===== src/rtl/slavefifo2b_stream_in_buffer_if.sv =====
`default_nettype none
// ============================================================================
//  Module      : slavefifo2b_stream_in_buffer_if
//  Description : Bundles the application stream, FX3 flag inputs and the
//                slave-FIFO write-side outputs of the stream-in buffer.
//                The slave modport is the buffer's view; master is the
//                environment's view (application source plus FX3 flag feed).
//  Signals     : enable, app_data, app_valid, app_ready, flush,
//                flaga_d, flagb_d, slwr_, pktend_, data_out, level,
//                pkt_word_cnt, busy
//  Revision    : 1.0 - initial release
// ============================================================================
interface slavefifo2b_stream_in_buffer_if #(
  parameter int DATA_WIDTH = 32,
  parameter int DEPTH      = 16,
  parameter int PKT_WORDS  = 256
);
  localparam int c_LW = $clog2(DEPTH) + 1;
  localparam int c_CW = $clog2(PKT_WORDS) + 1;

  logic                  enable;
  logic [DATA_WIDTH-1:0] app_data;
  logic                  app_valid;
  logic                  app_ready;
  logic                  flush;
  logic                  flaga_d;
  logic                  flagb_d;
  logic                  slwr_;
  logic                  pktend_;
  logic [DATA_WIDTH-1:0] data_out;
  logic [c_LW-1:0]       level;
  logic [c_CW-1:0]       pkt_word_cnt;
  logic                  busy;

  modport slave (
    input  enable, app_data, app_valid, flush, flaga_d, flagb_d,
    output app_ready, slwr_, pktend_, data_out, level, pkt_word_cnt, busy
  );

  modport master (
    output enable, app_data, app_valid, flush, flaga_d, flagb_d,
    input  app_ready, slwr_, pktend_, data_out, level, pkt_word_cnt, busy
  );
endinterface
`default_nettype wire


===== src/rtl/slavefifo2b_stream_in_buffer.sv =====
`default_nettype none
// ============================================================================
//  Module      : slavefifo2b_stream_in_buffer
//  Description : Stream-in feeder for the FX3 slave-FIFO write socket.
//                Application words are buffered in a small FIFO and written
//                out with slwr_ whenever the registered FX3 flags allow it.
//                Full DMA buffers are committed by the FX3 itself; partial
//                packets are closed with a one-cycle pktend_ on a flush
//                request or after an idle timeout.
//  Ports       : clk_100  - interface clock
//                reset    - synchronous active-high reset
//                sif      - slave modport: app valid/ready stream, flush,
//                           flaga_d/flagb_d (active-low, registered),
//                           slwr_/pktend_/data_out toward the FX3 mux,
//                           level/pkt_word_cnt/busy status
//  Revision    : 1.0 - initial release
// ============================================================================
module slavefifo2b_stream_in_buffer #(
  parameter int DATA_WIDTH    = 32,
  parameter int DEPTH         = 16,
  parameter int PKT_WORDS     = 256,
  parameter int IDLE_TIMEOUT  = 64,
  parameter int SETTLE_CYCLES = 3
) (
  input  wire logic                     clk_100,
  input  wire logic                     reset,
  slavefifo2b_stream_in_buffer_if.slave sif
);

  // --------------------------------------------------------------------------
  // Derived widths and constants
  // --------------------------------------------------------------------------
  localparam int c_AW = $clog2(DEPTH);
  localparam int c_LW = c_AW + 1;
  localparam int c_CW = $clog2(PKT_WORDS) + 1;
  localparam int c_TW = $clog2(IDLE_TIMEOUT + 1);
  localparam int c_SW = (SETTLE_CYCLES > 1) ? $clog2(SETTLE_CYCLES) : 1;

  localparam logic [c_LW-1:0] c_FULL        = c_LW'(DEPTH);
  localparam logic [c_CW-1:0] c_PKT_LAST    = c_CW'(PKT_WORDS - 1);
  localparam logic [c_TW-1:0] c_TMO         = c_TW'(IDLE_TIMEOUT);
  localparam logic [c_SW-1:0] c_SETTLE_LAST = c_SW'(SETTLE_CYCLES - 1);

  localparam logic [2:0] c_ST_IDLE      = 3'd0;
  localparam logic [2:0] c_ST_WRITE     = 3'd1;
  localparam logic [2:0] c_ST_WAIT_FLAG = 3'd2;
  localparam logic [2:0] c_ST_SETTLE    = 3'd3;
  localparam logic [2:0] c_ST_DRAIN     = 3'd4;
  localparam logic [2:0] c_ST_PKTEND    = 3'd5;

  // --------------------------------------------------------------------------
  // State and storage
  // --------------------------------------------------------------------------
  logic [2:0]            state_q, state_d;
  logic [DATA_WIDTH-1:0] mem_q [DEPTH];
  logic [c_AW-1:0]       wr_ptr_q;
  logic [c_AW-1:0]       rd_ptr_q;
  logic [c_LW-1:0]       level_q;
  logic [c_CW-1:0]       cnt_q;
  logic [c_TW-1:0]       timer_q;
  logic [c_SW-1:0]       settle_q;
  logic                  flush_pend_q;
  logic                  slwr_q;
  logic [DATA_WIDTH-1:0] data_q;

  // --------------------------------------------------------------------------
  // Combinational helpers
  // --------------------------------------------------------------------------
  logic w_app_ready;
  logic w_pktend_n;
  logic w_busy;
  logic w_push;
  logic w_pop;
  logic w_wrap;
  logic w_empty;
  logic w_open;
  logic w_flags_ok;
  logic w_flush_req;

  assign w_empty    = (level_q == '0);
  assign w_open     = (cnt_q != '0);
  assign w_flags_ok = sif.flaga_d & sif.flagb_d;
  assign w_push     = sif.app_valid & w_app_ready;

  // A write is issued only from WRITE or DRAIN, and only with both flags
  // sampled good on this very edge; the FX3 watermark slack absorbs the
  // one-cycle age of the registered flags.
  assign w_pop  = ((state_q == c_ST_WRITE) || (state_q == c_ST_DRAIN)) &&
                  !w_empty && w_flags_ok;
  assign w_wrap = w_pop && (cnt_q == c_PKT_LAST);

  // Partial-packet commit request: explicit flush (live or pending) or an
  // expired idle timer. Acted upon only once the buffer is empty.
  assign w_flush_req = flush_pend_q | sif.flush | (timer_q == c_TMO);

  // --------------------------------------------------------------------------
  // FSM: state register
  // --------------------------------------------------------------------------
  always_ff @(posedge clk_100) begin
    if (reset) begin
      state_q <= c_ST_IDLE;
    end else begin
      state_q <= state_d;
    end
  end

  // --------------------------------------------------------------------------
  // FSM: next-state logic
  // --------------------------------------------------------------------------
  always_comb begin
    state_d = state_q;
    case (state_q)
      c_ST_IDLE: begin
        if (sif.enable) state_d = c_ST_WRITE;
      end
      c_ST_WRITE: begin
        if (!w_flags_ok) begin
          state_d = c_ST_WAIT_FLAG;
        end else if (w_wrap) begin
          state_d = c_ST_SETTLE;
        end else if (w_flush_req && w_empty && w_open) begin
          state_d = c_ST_PKTEND;
        end else if (!sif.enable) begin
          state_d = c_ST_DRAIN;
        end
      end
      c_ST_WAIT_FLAG: begin
        if (w_flags_ok) state_d = sif.enable ? c_ST_WRITE : c_ST_DRAIN;
      end
      c_ST_SETTLE: begin
        if (settle_q == c_SETTLE_LAST) state_d = sif.enable ? c_ST_WRITE : c_ST_DRAIN;
      end
      c_ST_DRAIN: begin
        // Never commit a zero-length packet: close only if words were sent.
        if (w_empty) state_d = w_open ? c_ST_PKTEND : c_ST_IDLE;
      end
      c_ST_PKTEND: begin
        state_d = sif.enable ? c_ST_WRITE : c_ST_IDLE;
      end
      default: begin
        state_d = c_ST_IDLE;
      end
    endcase
  end

  // --------------------------------------------------------------------------
  // FSM: output logic
  // --------------------------------------------------------------------------
  always_comb begin
    w_app_ready = 1'b0;
    w_pktend_n  = 1'b1;
    w_busy      = 1'b0;
    // Intake is closed while draining or committing so that the packet being
    // closed cannot grow underneath the pktend_ decision.
    w_app_ready = sif.enable && (level_q < c_FULL) &&
                  (state_q != c_ST_DRAIN) && (state_q != c_ST_PKTEND);
    w_pktend_n  = (state_q != c_ST_PKTEND);
    w_busy      = (state_q != c_ST_IDLE);
  end

  // --------------------------------------------------------------------------
  // Buffer storage (no reset needed: contents are qualified by level)
  // --------------------------------------------------------------------------
  always_ff @(posedge clk_100) begin
    if (w_push) mem_q[wr_ptr_q] <= sif.app_data;
  end

  // --------------------------------------------------------------------------
  // Datapath: pointers, occupancy, write strobe, packet and timer counters
  // --------------------------------------------------------------------------
  always_ff @(posedge clk_100) begin
    if (reset) begin
      wr_ptr_q     <= '0;
      rd_ptr_q     <= '0;
      level_q      <= '0;
      cnt_q        <= '0;
      timer_q      <= '0;
      settle_q     <= '0;
      flush_pend_q <= 1'b0;
      slwr_q       <= 1'b1;
      data_q       <= '0;
    end else begin
      if (w_push) wr_ptr_q <= wr_ptr_q + 1'b1;
      if (w_pop)  rd_ptr_q <= rd_ptr_q + 1'b1;

      case ({w_push, w_pop})
        2'b10:   level_q <= level_q + 1'b1;
        2'b01:   level_q <= level_q - 1'b1;
        default: level_q <= level_q;
      endcase

      // data_out keeps its last value between writes.
      slwr_q <= ~w_pop;
      if (w_pop) data_q <= mem_q[rd_ptr_q];

      // Words-in-packet counter; a full DMA buffer wraps it back to zero
      // since the FX3 commits that buffer on its own.
      if (state_q == c_ST_PKTEND) begin
        cnt_q <= '0;
      end else if (w_pop) begin
        cnt_q <= w_wrap ? '0 : cnt_q + 1'b1;
      end

      // Idle timer runs only while a partial packet sits open with nothing
      // buffered; any traffic restarts it.
      if (w_push || w_pop || !((state_q == c_ST_WRITE) && w_empty && w_open)) begin
        timer_q <= '0;
      end else if (timer_q != c_TMO) begin
        timer_q <= timer_q + 1'b1;
      end

      settle_q <= (state_q == c_ST_SETTLE) ? settle_q + 1'b1 : '0;

      // Flush bookkeeping. A request with nothing sent and nothing buffered
      // has no packet to close and is dropped; a pending request is also
      // dropped if the packet closed itself on a DMA-buffer boundary.
      if ((state_d == c_ST_PKTEND) && (state_q != c_ST_PKTEND)) begin
        flush_pend_q <= 1'b0;
      end else if (sif.flush && (w_open || !w_empty)) begin
        flush_pend_q <= 1'b1;
      end else if (!w_open && w_empty) begin
        flush_pend_q <= 1'b0;
      end
    end
  end

  // --------------------------------------------------------------------------
  // Outputs
  // --------------------------------------------------------------------------
  assign sif.app_ready    = w_app_ready;
  assign sif.slwr_        = slwr_q;
  assign sif.pktend_      = w_pktend_n;
  assign sif.data_out     = data_q;
  assign sif.level        = level_q;
  assign sif.pkt_word_cnt = cnt_q;
  assign sif.busy         = w_busy;

endmodule
`default_nettype wire

===== src/flat_wrapper.sv =====
// flat-port wrapper written by rule: the top's interface ports become plain ports
module slavefifo2b_stream_in_buffer_flat 
#(
  parameter int DATA_WIDTH    = 32,
  parameter int DEPTH         = 16,
  parameter int PKT_WORDS     = 256,
  parameter int IDLE_TIMEOUT  = 64,
  parameter int SETTLE_CYCLES = 3
)
  (clk_100, reset, sif_enable, sif_app_data, sif_app_valid, sif_flush, sif_flaga_d, sif_flagb_d, sif_app_ready, sif_slwr_, sif_pktend_, sif_data_out, sif_level, sif_pkt_word_cnt, sif_busy);
  slavefifo2b_stream_in_buffer_if #(.DATA_WIDTH(DATA_WIDTH), .DEPTH(DEPTH), .PKT_WORDS(PKT_WORDS)) sif_i ();
  input  wire logic clk_100;
  input  wire logic reset;
  input wire logic [$bits(sif_i.enable)-1:0] sif_enable;
  input wire logic [$bits(sif_i.app_data)-1:0] sif_app_data;
  input wire logic [$bits(sif_i.app_valid)-1:0] sif_app_valid;
  input wire logic [$bits(sif_i.flush)-1:0] sif_flush;
  input wire logic [$bits(sif_i.flaga_d)-1:0] sif_flaga_d;
  input wire logic [$bits(sif_i.flagb_d)-1:0] sif_flagb_d;
  output wire logic [$bits(sif_i.app_ready)-1:0] sif_app_ready;
  output wire logic [$bits(sif_i.slwr_)-1:0] sif_slwr_;
  output wire logic [$bits(sif_i.pktend_)-1:0] sif_pktend_;
  output wire logic [$bits(sif_i.data_out)-1:0] sif_data_out;
  output wire logic [$bits(sif_i.level)-1:0] sif_level;
  output wire logic [$bits(sif_i.pkt_word_cnt)-1:0] sif_pkt_word_cnt;
  output wire logic [$bits(sif_i.busy)-1:0] sif_busy;
  assign sif_i.enable = sif_enable;
  assign sif_i.app_data = sif_app_data;
  assign sif_i.app_valid = sif_app_valid;
  assign sif_i.flush = sif_flush;
  assign sif_i.flaga_d = sif_flaga_d;
  assign sif_i.flagb_d = sif_flagb_d;
  assign sif_app_ready = sif_i.app_ready;
  assign sif_slwr_ = sif_i.slwr_;
  assign sif_pktend_ = sif_i.pktend_;
  assign sif_data_out = sif_i.data_out;
  assign sif_level = sif_i.level;
  assign sif_pkt_word_cnt = sif_i.pkt_word_cnt;
  assign sif_busy = sif_i.busy;
  slavefifo2b_stream_in_buffer #(.DATA_WIDTH(DATA_WIDTH), .DEPTH(DEPTH), .PKT_WORDS(PKT_WORDS), .IDLE_TIMEOUT(IDLE_TIMEOUT), .SETTLE_CYCLES(SETTLE_CYCLES)) u_core (.clk_100(clk_100), .reset(reset), .sif(sif_i));
endmodule

===== config.mk =====
export PLATFORM = sky130hd
export DESIGN_NAME = slavefifo2b_stream_in_buffer_flat
export DESIGN_NICKNAME = d
export VERILOG_FILES = /design/src/rtl/slavefifo2b_stream_in_buffer_if.sv /design/src/rtl/slavefifo2b_stream_in_buffer.sv /design/src/flat_wrapper.sv
export SDC_FILE = /design/constraint.sdc
export NUM_CORES = 1
export LEC_CHECK = 0
export CAP_MARGIN = 15
export CORE_UTILIZATION = 25
export CTS_CLUSTER_SIZE = 25
export DETAILED_ROUTE_END_ITERATION = 7
export PLACE_DENSITY = 0.37
export SETUP_SLACK_MARGIN = 0.1
export SYNTH_ARGS = -nofsm -noshare
export SYNTH_HDL_FRONTEND = slang
export SYNTH_SLANG_ARGS = --single-unit

===== constraint.sdc =====
create_clock -name clk_100 -period 10.7 [get_ports clk_100]
set_clock_uncertainty 0.05 [all_clocks]
set_input_delay 1.07 -clock clk_100 [delete_from_list [all_inputs] [get_ports clk_100]]
set_output_delay 1.07 -clock clk_100 [all_outputs]
set_load 0.005 [all_outputs]

## Word level (Yosys, flattened, before mapping)

Memory sizes are Yosys's and may differ from the RTL's. A register that Yosys moved wholly into a read port is not among the register bits.
Index checks and enable logic that the tools add are counted.

| storage, ports and cells | value |
|---|---|
| bits in registers | 36 |
| memory bits (writable) | 512 |
| input port bits | 39 |
| word-level logic and storage cells | 86 |
| memories kept | 1 |

Memories:

| name | depth | bits a word | rd ports | clocked after memory_dff | write ports | RTL line | source |
|---|---|---|---|---|---|---|---|
| u_core.mem_q | 16 | 32 | 1 | 1 | 1 | slavefifo2b_stream_in_buffer.sv:55 | `logic [DATA_WIDTH-1:0] mem_q [DEPTH];` |

| cells by class | value |
|---|---|
| add/sub/neg operators | 7 |
| $lt $le $gt $ge | 1 |
| equal/unequal tests | 14 |
| mux-type cells | 18 |
| bitwise gates (word level) | 6 |
| reductions and logical operators | 30 |

Operators by type and width:

| operator | number |
|---|---|
| 3-bit 2-to-1 mux | 10 |
| 3-bit one-hot mux with 6 select lines | 1 |
| 1-bit logical AND | 13 |
| 5-bit one-hot mux with 2 select lines | 1 |
| 9-bit by 1-bit adder with 9-bit output (second input constant) | 1 |
| 3-bit == test (second input constant) | 3 |
| 9-bit by 8-bit == test with 1-bit output (second input constant) | 1 |
| 9-bit 2-to-1 mux | 1 |
| 9-bit nonzero test | 1 |
| 4-bit by 1-bit adder with 4-bit output (second input constant) | 2 |
| 2-bit OR reduction | 4 |
| 7-bit by 1-bit adder with 7-bit output (second input constant) | 1 |
| 7-bit == test (second input constant) | 1 |
| 7-bit != test (second input constant) | 1 |
| 3-bit by 2-bit == test with 1-bit output (second input constant) | 2 |
| 3-bit != test (second input constant) | 2 |
| 5-bit by 1-bit adder with 5-bit output (second input constant) | 1 |
| 5-bit zero test | 1 |
| 5-bit less-than comparator (second input constant) | 1 |
| 1-bit 2-to-1 mux | 5 |
| 5-bit by 1-bit subtractor with 5-bit output (second input constant) | 1 |
| 2-bit == test (second input constant) | 2 |
| 1-bit logical OR | 4 |
| 2-bit nonzero test | 2 |
| 9 further kinds | 14 |

## Logic depth before layout (Yosys ltp)

Gate-level depths: netlist of the first run.

| logic depth | value |
|---|---|
| word-level depth | 11 |
| mapped depth | 15 |

## Worst setup path before layout of the first run

No wires, ideal clock.

| timing path | value |
|---|---|
| path kind | input to register |
| start point | input port sif_enable |
| end point | memory u_core.mem_q[3][0] (enable) |
| library setup time | 461 ps |
| arrival time | 4128 ps |
| required time | 10189 ps |
| slack | 6061 ps |
| cell stages on the path | 5 |
| path through | nor3b_1 > and2_1 > clkbuf_1 > nand2_1 > nor3_1 |

| on the way | value |
|---|---|
| cells in the longest elaborated chain, start to end | 6 |

Ends and longest elaborated chain:

| what | RTL line | source |
|---|---|---|
| start, declared | flat_wrapper.sv:14 | `input wire logic [$bits(sif_i.enable)-1:0] sif_enable;` |
| 1-bit logical AND (2 in a row) | slavefifo2b_stream_in_buffer.sv:155 | `w_app_ready = sif.enable && (level_q < c_FULL) &&` |
| 1-bit logical AND | slavefifo2b_stream_in_buffer.sv:156 | `(state_q != c_ST_DRAIN) && (state_q != c_ST_PKTEND);` |
| 1-bit bitwise AND | slavefifo2b_stream_in_buffer.sv:83 | `assign w_push = sif.app_valid & w_app_ready;` |
| 1-bit 2-to-1 mux | slavefifo2b_stream_in_buffer.sv:165 | `if (w_push) mem_q[wr_ptr_q] <= sif.app_data;` |
| 1-bit 2-to-1 mux (not written as such) | slavefifo2b_stream_in_buffer.sv:165 |  |
| end, declared | slavefifo2b_stream_in_buffer.sv:55 |  |

No other way between the ends.

==> results_dict.tcl, run 1 <==
set metrics [dict create \
    setup.worst_path.start_class "register" \
    finalCoreUtilization 0.3069 \
    end_kind "register" \
    yosysMostFrequentCell "edfxtp_1" \
    netlist-cell-type-count 42 \
    finalWirelength_mm 56.08 \
    grt_start_max_net_pins 56 \
    antenna_cells_inserted 0 \
    avgRoutedWirePerCell_um 23.04 \
    final_hpwl_from_detailed_placement_mm 31.05 \
    placedInstanceArea_sq_um 24610 \
    grt_antenna_before_repair 2 \
    synth.ff_latch_count 580 \
    detail_route.first_pass.iterations 5 \
    fp-row-count 108 \
    clk_pin_slew_worst_setup_hold_paths_ns 0.06 \
    floorplan.io_pins 89 \
    hold_path_class "reg -> reg" \
    synth-seq-area-share 0.7546 \
    global_route.overflow_total 0 \
    number_of_clock_buffers_inserted_by_tritoncts 70 \
    netlist.top_cell.by_area "edfxtp_1" \
    postLayoutSetupSlackWorst_ns 6.953 \
    syn_area_sq_um 22180 \
    tritoncts "yes" \
    numPortBuffers 88 \
    routabilityCongestion 0.6969 \
    worst-endpoint-required_ns 11.09 \
    cp_arrival_ns 4.14 \
    chip_width_um 299.9 \
    clock_sinks 580 \
    report.final.hold_viol_count 0 \
    post_cts.repair.setup_buffers 0 \
    grt_first_pass_wirelength_mm 82.56 \
    synth_top_area_frac 0.6932 \
    sum_of_negative_setup_slack_ns 0 \
    drtAntennaViolNets 0 \
    path_class "reg -> reg" \
    post_place_setup_slack_ns 6.522 \
    die_ht_um 299.9 \
    max_slew.worst_pin.slew_ns 0.9422 \
    ctsHtreeMaxLevel 3 \
    final_layout_size_suffix_gt1_frac 0.2463 \
    total_of_max_cap_violations 0 \
    powerDensity_nw_per_um2 181.8 \
    synth-async-reset-ratio 0 \
    clock-root-buffer "clkbuf_16" \
    fp.dieArea_sq_um 89920 \
    mappedNetlistNets 1145 \
    status "finished clean" \
    route.detailed.drc 0 \
    synthesis.yosys.warnings 0 \
    synthCells 1090 \
    synthesis.area_per_instance_sq_um 20.35 \
    achievable-frequency_mhz 266.8 \
    cts_repair_resize_count 0 \
    floorplan.core_area_sq_um 87290 \
    final.period_utilization 0.3502 \
    clock_path_buffers 3 \
    grt_pass1_vias 11630 \
    final_net_count 1277 \
    groute.usage.overall 0.1269 \
    layout_min_cycle_time_ns 3.747 \
    post_synth_most_frequent_cells "512 x edfxtp_1, 160 x mux4_2, 89 x nand2_1, 68 x dfxtp_1, 49 x nor2_1" \
    cts_hold_buf 0 \
    timing.max_slew.rel_slack 0.3719 \
    route.detailed.vias_per_inst 4.378 \
    post_synth_main_area_contributors "edfxtp_1 69%, mux4_2 16%, dfxtp_1 6.1%" \
    number_of_max_slew_violations_in_the_final_report 0 \
    vdd_ir_drop_max_mv 0.09968 \
    clk_latency_ns 0.61 \
    drt-initial-drc-count 625 \
    initial_utilization 0.2541 \
    synth-edff-count 512 \
    rsz0062_at_grt "no" \
    synth_flop_cell "edfxtp_1" \
    path_max_fanout 55 \
    setup_viol 0 \
    leakage_nw 8.034 \
    syn2layout_area_growth_pct 20.80 \
    detailroute.via_count 10660 \
    post-route-cell-area_sq_um 26790 \
    final.hold.worst_slack_ns 0.3601 \
]
-- final timing paths --
| kind | startpoint | endpoint | slack (ns) | depth (start not counted) |
|---|---|---|---|---|
| worst max-delay path | u_core.rd_ptr_q[1]$_SDFFE_PP0P_ | u_core.sif.data_out[26]$_SDFFE_PP0P_ | 6.95 | 6 |
| worst min-delay path | u_core.settle_q[0]$_SDFF_PP0_ | u_core.settle_q[0]$_SDFF_PP0_ | 0.36 | 1 |
| worst max register to register | u_core.rd_ptr_q[1]$_SDFFE_PP0P_ | u_core.sif.data_out[26]$_SDFFE_PP0P_ | 6.95 | 6 |
| worst min register to register | u_core.settle_q[0]$_SDFF_PP0_ | u_core.settle_q[0]$_SDFF_PP0_ | 0.36 | 1 |
-- area by class of cell --
| type | instances | area (sq um) |
|---|---|---|
| multi-input combinational | 438 | 5270 |
| timing repair buffer | 117 | 1094 |
| tap | 1155 | 1445 |
| clock inverter | 35 | 307.8 |
| sequential | 580 | 16750 |
| fill | 8578 | 60500 |
| clock buffer | 94 | 1872 |
| inverter | 15 | 56.30 |
-- logic make-up (layout without fill, tap and decap cells) --
kind of cell | count (synthesis) | after routing | synth area share
xor gates and xnor gates | 24 | 24 | 0.009477
and+or+nand+nor | 180 | 180 | 0.03503
buffers and inverters | 72 | 261 | 0.01320
AOI/OAI and AO/OA | 55 | 55 | 0.01455
muxes | 163 | 163 | 0.1638
DFF | 580 | 580 | 0.7546
adders and majority gates | 16 | 16 | 0.009364
-- through the flow --
step,total power [W],instances
2_1_floorplan,0.002588,1090
3_3_place_gp,0.002663,2305
3_5_place_dp,0.002664,2305
4_1_cts,0.004964,2434
5_1_grt,0.005055,2434
6_report,0.004872,2434
-- sequential cells by signal (all words and copies together), names as in the netlist --
name and flops:
u_core.sif.pkt_word_cnt 9, u_core.state_q 3, u_core.wr_ptr_q 4, u_core.rd_ptr_q 4
u_core.settle_q 2, u_core.sif.slwr_ 1, u_core.sif.level 5, u_core.sif.data_out 32
u_core.timer_q 7, u_core.mem_q 512, u_core.flush_pend_q 1
-- critical path, stage by stage, from the launching register on --
cell and delay, ns:
dfxtp_4 0.74, buf_4 0.72, buf_4 0.84, mux4_2 0.45
mux4_2 0.50, nand2_1 0.09, a21oi_1 0.07
-- placed cells by master (no fill, tap or decap), types with 8 or more instances in the layout --
| master | synthesis | final |
|---|---|---|
| edfxtp_1 | 512 | 512 |
| mux4_2 | 160 | 160 |
| nand2_1 | 89 | 89 |
| clkdlybuf4s50_1 | 0 | 87 |
| clkbuf_16 | 0 | 70 |
| dfxtp_1 | 68 | 64 |
| a21oi_1 | 38 | 38 |
| nor2_1 | 49 | 37 |
| buf_4 | 0 | 29 |
| clkbuf_1 | 29 | 21 |
| ha_1 | 15 | 15 |
| inv_1 | 15 | 14 |
| clkinv_2 | 0 | 14 |
| xor2_1 | 13 | 13 |
| nor2_4 | 0 | 12 |
| xnor2_1 | 11 | 11 |
| nand3_1 | 10 | 10 |
| clkinv_1 | 0 | 8 |
-- routing by layer --
layer	vias up	global-route usage	routed length (um)
li1	4675	-	-
met2	185	0.2033	26630
met4	2	0.03693	1010
met5	-	0	13
met1	5717	0.1765	26340
met3	78	0.02146	2088
-- power breakdown --
group / switching [W] / leakage, nW / internal [W]
Sequential: 0.00000849 / 5.16 / 0.00248
Combinational: 0.0000751 / 1.81 / 0.0000515
Clock: 0.000947 / 1.06 / 0.00131
Total: 0.00103 / 8.03 / 0.00384
Note: power is estimated with default switching activity, not from simulation.
==> run 2, diff against run 1 <==
==> constraint.sdc (replaced) <==
create_clock -name clk_100 -period 3.66 [get_ports clk_100]
set_clock_uncertainty 0.05 [all_clocks]
set_input_delay 0.366 -clock clk_100 [delete_from_list [all_inputs] [get_ports clk_100]]
set_output_delay 0.366 -clock clk_100 [all_outputs]
set_load 0.005 [all_outputs]
==> run 2 against run 1 <==
  * First-iteration DRC count up 16%
  * Core utilization up 0.28 points
  * Die area unchanged
  * Fmax up 33%
  * Register-to-register slack worse by 6.1 ns
  * Clock power rose to 2.9 times the previous value
  * Critical path type unchanged
==> results_dict.tcl, run 2 (same netlist as run 1, synthesis figures left out) <==
set metrics [dict create \
    drtAntennaViolNets 0 \
    crit_path_max_incr_delay_ns 0.64 \
    path_max_fanout 42 \
    grt_pass1_vias 11700 \
    routabilityCongestion 0.7256 \
    final_layout_size_suffix_gt1_frac 0.2502 \
    route.detailed.vias_per_inst 4.377 \
    report.final.hold_viol_count 0 \
    flip_flop_count_of_the_largest_register_all_copies_and_words_added 512 \
    fill_cells 8499 \
    clk_latency_ns 0.60 \
    worst_path_dominant_cell_family "simple AND/OR/NAND/NOR gates" \
    timing.rr.start "u_core.sif.level[0]$_SDFFE_PP0P_" \
    setup_viol 0 \
    grt_start_max_net_pins 45 \
    layout_min_cycle_time_ns 2.822 \
    chip_width_um 299.9 \
    timing.critical_path.depth 7 \
    total_of_max_cap_violations 0 \
    global_route.usage.met3 0.02471 \
    grt_first_pass_wirelength_mm 83.59 \
    fp.dieArea_sq_um 89920 \
    final.period_utilization 0.7710 \
    achievable-frequency_mhz 354.4 \
    totalPowerFinal_w 0.01412 \
    grt_util_met1 0.1774 \
    leakage_nw 8.085 \
    global_route.overflow_total 0 \
    cp_arrival_ns 3.31 \
    numPortBuffers 88 \
    floorplan.core_area_sq_um 87290 \
    min_path_cells 2 \
    groute.usage.overall 0.1293 \
    post_cts.repair.setup_buffers 0 \
    post_place_setup_slack_ns 0.5598 \
    ctsHtreeMaxLevel 3 \
    min_from "reset" \
    timing.max_slew.rel_slack 0.3961 \
    avgRoutedWirePerCell_um 23.40 \
    slowest_stage "or4_1" \
    path_class "reg -> reg" \
    clk_pin_slew_worst_setup_hold_paths_ns 0.06 \
    drt-initial-drc-count 722 \
    worst-endpoint-required_ns 4.14 \
    worst-r2r-cell-count 7 \
    fp-row-count 108 \
    syn2layout_area_growth_pct 21.92 \
    final_net_count 1286 \
    end_kind "register" \
    global_route.usage.met2 0.2077 \
    clock_path_buffers 3 \
    cts_hold_buf 0 \
    most_used_routing_layer "met2" \
    detailroute.via_count 10690 \
    grt_antenna_before_repair 0 \
    finalWirelength_mm 57.17 \
    detail_route.first_pass.iterations 4 \
    number_of_clock_buffers_inserted_by_tritoncts 69 \
    clock-root-buffer "clkbuf_16" \
    clock_sinks 580 \
    initial_utilization 0.2541 \
    rsz0062_at_grt "no" \
    worstHoldEndpoint "u_core.sif.level[0]$_SDFFE_PP0P_" \
    final_hpwl_from_detailed_placement_mm 33.49 \
    floorplan.io_pins 89 \
    largest-register "u_core.mem_q" \
    final_common_cell "edfxtp_1" \
    tritoncts "yes" \
    vdd_ir_drop_max_mv 0.2664 \
    crit_buf_inv 1 \
    sum_of_negative_setup_slack_ns 0 \
    hold_path_class "in -> reg" \
    cts_repair_resize_count 0 \
    route.detailed.drc 0 \
    status "finished clean" \
    r2r_slack_ns 0.84 \
    r2r-end "u_core.timer_q[4]$_SDFFE_PP0P_" \
    max_slew.worst_pin.slew_ns 0.9058 \
    postLayoutSetupSlackWorst_ns 0.8381 \
    setup.worst_path.start_class "register" \
    powerDensity_nw_per_um2 522.2 \
    number_of_max_slew_violations_in_the_final_report 0 \
    most-common-layout-cells "512 x edfxtp_1, 160 x mux4_2, 89 x nand2_1, 87 x clkdlybuf4s50_1, 70 x clkbuf_16" \
    path_cells "or4_1 -> o211ai_4 -> buf_4 -> ha_1 -> nand4_1 -> nand2b_1 -> nor2_1" \
    die_ht_um 299.9 \
]
-- run 2: area by class of cell --
class                           instances  area (sq um)  area share
Antenna cell                            1         2.502  0.00009254
Clock buffer                          103          1966     0.07269
Clock inverter                         24         171.4    0.006339
Inverter                               15         56.30    0.002082
Multi-Input combinational cell        438          5295      0.1958
Sequential cell                       580         16750      0.6194
Tap cell                             1155          1445     0.05344
Timing Repair Buffer                  127          1356     0.05016
-- run 2: how the worst max path moves through the flow --
| stage | from | end | slack, ns |
|---|---|---|---|
| final | u_core.sif.level[0]$_SDFFE_PP0P_ | u_core.timer_q[4]$_SDFFE_PP0P_ | 0.84 |
| after global routing | u_core.sif.level[0]$_SDFFE_PP0P_ | u_core.sif.level[4]$_SDFFE_PP0P_ | 0.58 |
| after CTS | u_core.sif.level[0]$_SDFFE_PP0P_ | u_core.timer_q[3]$_SDFFE_PP0P_ | 0.73 |
| after detailed placement | sif_enable | u_core.mem_q[14][15]$_DFFE_PP_ | 0.56 |
| after global placement | sif_enable | u_core.mem_q[14][15]$_DFFE_PP_ | 0.57 |
| after floorplan | u_core.state_q[1]$_SDFF_PP0_ | u_core.mem_q[15][0]$_DFFE_PP_ | 0.26 |
-- run 2: metrics by stage --
stage	util	hold WS [ns]	cell area (sq um)	instances
6_report	0.3098	0.2184	27040	2443
5_1_grt	0.3097	0.2454	27040	2442
4_1_cts	0.3097	0.2128	27040	2442
3_5_place_dp	0.2853	0.3572	24900	2315
3_3_place_gp	0.2853	0.3501	24900	2315
2_1_floorplan	-	0.3416	22200	1090
-- run 2: routing by layer --
layer / up-vias / wire (um)
li1: 4695 / -
met1: 5734 / 26830
met2: 204 / 27120
met3: 59 / 2235
met4: 0 / 981
met5: - / 0
-- run 2: report_power, final --
part / total [W] / leakage (nW) / internal, W / switching, W
logic: 0.000388 / 1.88 / 0.000155 / 0.000233
registers: 0.00726 / 5.16 / 0.00724 / 0.0000242
clock network: 0.00647 / 1.04 / 0.00380 / 0.00267
total: 0.0141 / 8.09 / 0.0112 / 0.00293
